[src/rtl/phy_write_sequencer.sv]
// PHY write-mode sequencer: loads one burst into the PHY FIFO, waits out tCWL, then opens the drive window.
// Optional build macro PHY_WRITE_ACK_CHECK_EN adds a sticky ack_err for missing or stray phy_ack.
module phy_write_sequencer #(
  parameter int MEM_DATAWIDTH = 64,
  parameter int BURST_LENGTH  = 8,
  parameter int CWL_CYCLES    = 12,
  parameter int MIN_GAP       = 2
) (
  input  logic                                  clk,
  input  logic                                  rst,
  input  logic                                  cmd_valid,
  output logic                                  cmd_ready,
  input  logic                                  wb_valid,
  input  logic [MEM_DATAWIDTH-1:0]              wb_data,
  input  logic [MEM_DATAWIDTH/BURST_LENGTH-1:0] wb_strb,
  output logic                                  wb_ready,
  output logic                                  phy_inflag,
  output logic [MEM_DATAWIDTH-1:0]              phy_indata,
  output logic [MEM_DATAWIDTH/BURST_LENGTH-1:0] phy_instrb,
  output logic                                  phy_outflag,
  input  logic                                  phy_ack,
  output logic                                  wr_done,
  output logic                                  underrun_err,
  output logic                                  busy
`ifdef PHY_WRITE_ACK_CHECK_EN
  ,
  output logic                                  ack_err
`endif
);

  localparam int BW = $clog2(BURST_LENGTH) + 1;
  localparam int CW = $clog2(CWL_CYCLES + 1);
  localparam int GW = (MIN_GAP > 0) ? $clog2(MIN_GAP + 1) : 1;

  typedef enum logic [2:0] {S_IDLE, S_LOAD, S_WAIT, S_DRIVE, S_GAP} state_t;

  state_t        state, state_d;
  logic [BW-1:0] beat_cnt;
  logic [CW-1:0] cwl_cnt;
  logic [GW-1:0] gap_cnt;
  logic          beat_xfer, load_last, drive_last, gap_last, cwl_expiring, inflag_d;

  assign cmd_ready   = (state == S_IDLE);
  assign busy        = (state != S_IDLE);
  assign wb_ready    = (state == S_LOAD);
  assign phy_outflag = (state == S_DRIVE);
  assign beat_xfer   = wb_ready & wb_valid;
  assign load_last   = beat_xfer && (beat_cnt == BW'(BURST_LENGTH - 1));
  assign drive_last  = (state == S_DRIVE) && (beat_cnt == BW'(BURST_LENGTH / 2 - 1));
  assign gap_last    = (state == S_GAP) && (gap_cnt == GW'(MIN_GAP - 1));
  assign wr_done     = drive_last;
  // Counter hits 0 at this edge, so the next cycle is exactly CWL_CYCLES after accept.
  assign cwl_expiring = (cwl_cnt <= CW'(1));

  always_comb begin
    state_d  = state;
    inflag_d = 1'b0;
    case (state)
      S_IDLE:  if (cmd_valid) state_d = S_LOAD;
      S_LOAD: begin
        inflag_d = beat_xfer;
        if (load_last) state_d = cwl_expiring ? S_DRIVE : S_WAIT;
      end
      S_WAIT: begin
        inflag_d = 1'b1;
        if (cwl_expiring) state_d = S_DRIVE;
      end
      S_DRIVE: begin
        inflag_d = !drive_last;
        if (drive_last) state_d = (MIN_GAP > 0) ? S_GAP : S_IDLE;
      end
      S_GAP:   if (gap_last) state_d = S_IDLE;
      default: state_d = S_IDLE;
    endcase
  end

  always_ff @(posedge clk or negedge rst) begin
    if (!rst) begin
      state        <= S_IDLE;
      beat_cnt     <= '0;
      cwl_cnt      <= '0;
      gap_cnt      <= '0;
      phy_inflag   <= 1'b0;
      phy_indata   <= '0;
      phy_instrb   <= '0;
      underrun_err <= 1'b0;
    end else begin
      state      <= state_d;
      phy_inflag <= inflag_d;
      if (beat_xfer) begin
        phy_indata <= wb_data;
        phy_instrb <= wb_strb;
      end
      // beat_cnt doubles as the drive-window counter; a stall restarts the load from beat 0
      case (state)
        S_LOAD:  beat_cnt <= (beat_xfer && !load_last) ? beat_cnt + BW'(1) : '0;
        S_DRIVE: beat_cnt <= drive_last ? '0 : beat_cnt + BW'(1);
        default: beat_cnt <= '0;
      endcase
      if (state == S_IDLE) begin
        if (cmd_valid) cwl_cnt <= CW'(CWL_CYCLES - 1);
      end else if (cwl_cnt != '0) begin
        cwl_cnt <= cwl_cnt - CW'(1);
      end
      gap_cnt <= (state == S_GAP) ? gap_cnt + GW'(1) : '0;
      if (state == S_LOAD && cwl_cnt == '0) underrun_err <= 1'b1;
    end
  end

`ifdef PHY_WRITE_ACK_CHECK_EN
  logic ack_seen;

  always_ff @(posedge clk or negedge rst) begin
    if (!rst) begin
      ack_seen <= 1'b0;
      ack_err  <= 1'b0;
    end else begin
      if (state == S_DRIVE && !drive_last) ack_seen <= ack_seen | phy_ack;
      else                                 ack_seen <= 1'b0;
      if ((drive_last && !(ack_seen | phy_ack)) || (state == S_IDLE && phy_ack))
        ack_err <= 1'b1;
    end
  end
`else
  logic unused_phy_ack;
  assign unused_phy_ack = phy_ack;
`endif

endmodule
[config.mk]
export PLATFORM = sky130hd
export DESIGN_NAME = phy_write_sequencer
export DESIGN_NICKNAME = d
export VERILOG_FILES = /design/src/rtl/phy_write_sequencer.sv
export SDC_FILE = /design/constraint.sdc
export NUM_CORES = 1
export LEC_CHECK = 0
export CAP_MARGIN = 20
export CELL_PAD_IN_SITES_DETAIL_PLACEMENT = 1
export CELL_PAD_IN_SITES_GLOBAL_PLACEMENT = 2
export CORE_MARGIN = 4
export CORE_UTILIZATION = 26
export DETAILED_ROUTE_END_ITERATION = 7
export PLACE_DENSITY = 0.84
export SETUP_SLACK_MARGIN = 0.02
export SYNTH_ARGS = -nofsm -noshare
export SYNTH_HDL_FRONTEND = slang
export SYNTH_SLANG_ARGS = --single-unit
[constraint.sdc]
create_clock -name clk -period 2.7 [get_ports clk]
set_input_delay 0.54 -clock clk [delete_from_list [all_inputs] [get_ports clk]]
set_output_delay 0.54 -clock clk [all_outputs]
set_load 0.02 [all_outputs]
==> metrics.md <==
| Metric | Value |
|---|---|
| Sequential fraction of the synthesis area | `62.3%` |
| Total CTS buffers | `9` |
| Max-slew headroom at the worst pin | `61.8%` |
| Clock power frac | `17.2%` |
| CTS Root Cell | `sky130_fd_sc_hd__clkbuf_16` |
| Post-DRT Antenna Nets | `0` |
| Syn-to-layout area delta | `57.6%` |
| Int Power | `0.00421 W` |
| Final TNS setup | `0 ns` |
| Category of the critical setup timing path | `flop to primary output` |
| Overflow after GRT | `0` |
| Layout Cell Area excl Fill | `5510 sq um` |
| Max_cap viols | `0` |
| Placer Congestion | `0.733` |
| Period Utilization, post-route | `92.3%` |
| Pin count of the biggest net entering global routing | `45` |
| Final Routed Wirelength | `8950 microns` |
| Net switching power figure | `0.00237 W` |
| Die footprint | `15,400 sq um` |
| Yosys cell types | `38` |
| First-pass GRT wire length | `13,600 microns` |
| Pre-antenna DRT Iters | `2` |
| Worst-path fanout max | `12` |
| Die H | `124 microns` |
| Element type at the critical path end | `primary output` |
| Clk_lat worst skew | `0.34 ns` |
| WP depth | `3` |
| Final-report max-slew violation count | `0` |
| Core outline area | `13,200 sq um` |
| Diode insertion count for antenna repair | `0` |
| Row Count | `42` |
| Post-synthesis area per instance | `14.9 sq um` |
| Die boundary width | `124 microns` |
| Cts hold-fix bufs | `0` |
| Boundary Pins | `156` |
| Warnings from Yosys | `0` |
| Initial drt markers | `70` |
| Largest voltage drop on the vdd net | `0.000324 V` |
| CP required | `2.16 ns` |
| Wirelength per Cell | `15.6 microns` |
| Capturing point of the worst reg2reg path | `phy_indata[63]` |
| Crit path DAT | `1.95 ns` |
| Proportion of power drawn by flip-flops and latches | `34.4%` |
| Critical path buffer and inverter count | `2` |
| Final routed DRC violation total | `0` |
| Largest stage delay on the critical path | `0.63 ns` |
| Number of buffers on the longest clock path | `2` |
| Synthesized flop and latch total | `87` |
| Hpwl dp | `6780 microns` |
| Number of vias after detailed routing | `2,475` |
| Via count of the first global-routing pass | `2,664` |
| Power density over cell area | `1190 nW/um^2` |
| Pin slew with the least headroom to its limit | `0.573 ns` |
| CP Cell Sequence | `nand3b_1 > inv_1 > clkdlybuf4s50_1` |
| GRT Util Overall | `11.6%` |
| Critical-path top delay cell | `sky130_fd_sc_hd__clkdlybuf4s50_1` |
| Clock tree from TritonCTS | `yes` |
| Net count after synthesis | `316` |
| Register-to-Register Path Depth | `3` |
| Total cell area at the placement stage | `5240 sq um` |
| Critical path's top delay family | `buffers and inverters` |
| R2R setup slack | `1.04 ns` |
| Static leakage | `2.24 nW` |
| Fraction of final layout cells sized beyond drive strength 1 | `6.03%` |
| Maximum level of the CTS H-tree | `3` |
| Switching Share | `36.0%` |
| Outcome | `finished, final reports clean` |
| Max Clock Skew | `0.00567 ns` |
| CTS clk-pin slew, worst paths | `0.06 ns` |
| Combined area of all synthesized cells | `3490 sq um` |
| Reg-to-reg critical path startpoint | `state[1]` |
| Final-report setup violation count | `0` |
| CTS sink count | `87` |
| Comb pwr share | `48.4%` |
| Setup Fix Bufs, Post-CTS | `0` |
| # port buffers | `154` |
| Number of vias per cell | `4.31` |
| Final-stage net count | `475` |
| Type of the worst min-delay path | `input port to async pin` |
| Antenna violations before repair | `0` |
| Sort of element at the start of the critical path | `flop` |
| Final Hold Violating Endpoints | `0` |
| Highest clock rate | `401 MHz` |
| Number of standard cells after synthesis | `235` |
| Effective utilization at floorplan | `26.5%` |
| Crit path time final | `2.49 ns` |
| Setup repair after global routing missed its margin | `no` |
==> state kept, by name, summed over array words and instances, names as in the netlist <==
name          count
state             3
phy_inflag        1
phy_instrb        8
gap_cnt           2
phy_indata       64
underrun_err      1
cwl_cnt           4
beat_cnt          4
==> layout by cell type, fill, tap and decap left out, types with 2 or more instances in the layout <==
master | Yosys | final
sky130_fd_sc_hd__a21oi_1 | 4 | 4
sky130_fd_sc_hd__buf_12 | 0 | 3
sky130_fd_sc_hd__buf_4 | 1 | 3
sky130_fd_sc_hd__clkbuf_16 | 0 | 9
sky130_fd_sc_hd__clkdlybuf4s50_1 | 0 | 152
sky130_fd_sc_hd__clkinv_2 | 0 | 3
sky130_fd_sc_hd__dfrtp_1 | 87 | 87
sky130_fd_sc_hd__ha_1 | 4 | 4
sky130_fd_sc_hd__inv_1 | 8 | 8
sky130_fd_sc_hd__mux2_1 | 72 | 72
sky130_fd_sc_hd__nand2_1 | 4 | 4
sky130_fd_sc_hd__nand3_1 | 2 | 2
sky130_fd_sc_hd__nand3b_1 | 3 | 3
sky130_fd_sc_hd__nor2_1 | 7 | 7
sky130_fd_sc_hd__nor3b_1 | 3 | 3
sky130_fd_sc_hd__o21ai_0 | 2 | 2
sky130_fd_sc_hd__o21ai_1 | 4 | 4
sky130_fd_sc_hd__or4_1 | 2 | 2
==> power by group through the flow <==
stage               logic (W)  clock network, W  registers [W]
detailed placement    0.00324                 0        0.00229
floorplan            0.000949                 0        0.00295
finish                0.00318           0.00113        0.00226
global route          0.00339           0.00124        0.00235
CTS                   0.00325           0.00118        0.00227
global placement      0.00318                 0        0.00225
==> how the worst max path moves through the flow <==
stage	startpoint	end	slack (ns)
2_1_floorplan	beat_cnt[0]	wr_done	0.84
3_3_place_gp	beat_cnt[0]	wr_done	0.37
3_5_place_dp	beat_cnt[0]	wr_done	0.35
4_1_cts	state[0]	phy_outflag	0.18
5_1_grt	state[0]	phy_outflag	0.10
6_report	state[0]	phy_outflag	0.21
==> logic make-up (layout without fill, tap and decap cells) <==
kind of cell / Yosys count / count (layout) / synth area share (%)
compound gates: 22 / 22 / 4.16
simple gates: 31 / 31 / 5.48
fa+ha+maj: 4 / 4 / 1.43
mux: 72 / 72 / 23.2
flops: 87 / 87 / 62.3
buf+inv: 19 / 182 / 3.40
==> metrics by stage <==
| step | total power (W) | hold slack, ns | std cells | util, % | setup slack (ns) |
|---|---|---|---|---|---|
| 2_1_floorplan | 0.00389 | 0.244 | 235 | - | 0.844 |
| 3_3_place_gp | 0.00543 | 0.421 | 559 | 39.7 | 0.372 |
| 3_5_place_dp | 0.00554 | 0.438 | 559 | 39.7 | 0.349 |
| 4_1_cts | 0.00671 | 0.201 | 574 | 41.7 | 0.185 |
| 5_1_grt | 0.00698 | 0.226 | 574 | 41.7 | 0.102 |
| 6_report | 0.00658 | 0.186 | 574 | 41.7 | 0.207 |
==> cells in the mapped netlist, drive strengths merged <==
master / n / area share, %
and2: 1 / 0.18
a31oi: 1 / 0.18
a21boi: 1 / 0.21
nor3: 2 / 0.43
nor2: 7 / 0.75
a211oi: 1 / 0.21
nand2: 4 / 0.43
nand2b: 1 / 0.18
nor2b: 1 / 0.18
or3b: 1 / 0.25
o221ai: 1 / 0.25
o311ai: 1 / 0.25
ha: 4 / 1.4
or4: 2 / 0.43
a21o: 1 / 0.21
mux2: 72 / 23
buf: 11 / 2.5
o21ai: 6 / 0.86
or3: 1 / 0.18
a21oi: 4 / 0.57
o41ai: 1 / 0.25
inv: 8 / 0.86
a22oi: 1 / 0.21
nand3: 2 / 0.29
o2bb2ai: 1 / 0.25
and4bb: 1 / 0.36
and3: 1 / 0.18
a211o: 1 / 0.25
dfrtp: 87 / 62
nor3b: 4 / 1.0
a311oi: 1 / 0.25
nand3b: 3 / 0.64
o22ai: 1 / 0.18
==> final cells by class <==
type                            instances  area, sq um
Fill cell                            1384         7680
Sequential cell                        87         2180
Timing Repair Buffer                  159         1610
Multi-Input combinational cell        129         1200
Clock buffer                           11          243
Tap cell                              176          220
Inverter                                8         30.0
Clock inverter                          4         22.5
==> layer usage <==
metal	vias up	GRT usage (%)	share of wire, %
li1	1153	-	-
met1	1230	13.4	40
met2	78	19.8	51
met3	14	2.36	5.0
met4	0	7.05	3.1
met5	-	0	0
==> what timing repair did <==
item,in CTS,in global routing
gates resized for setup,1,0
endpoints found under the setup margin,1,0
endpoints found under the hold margin,0,0
Note: power is estimated with default switching activity, not from simulation.
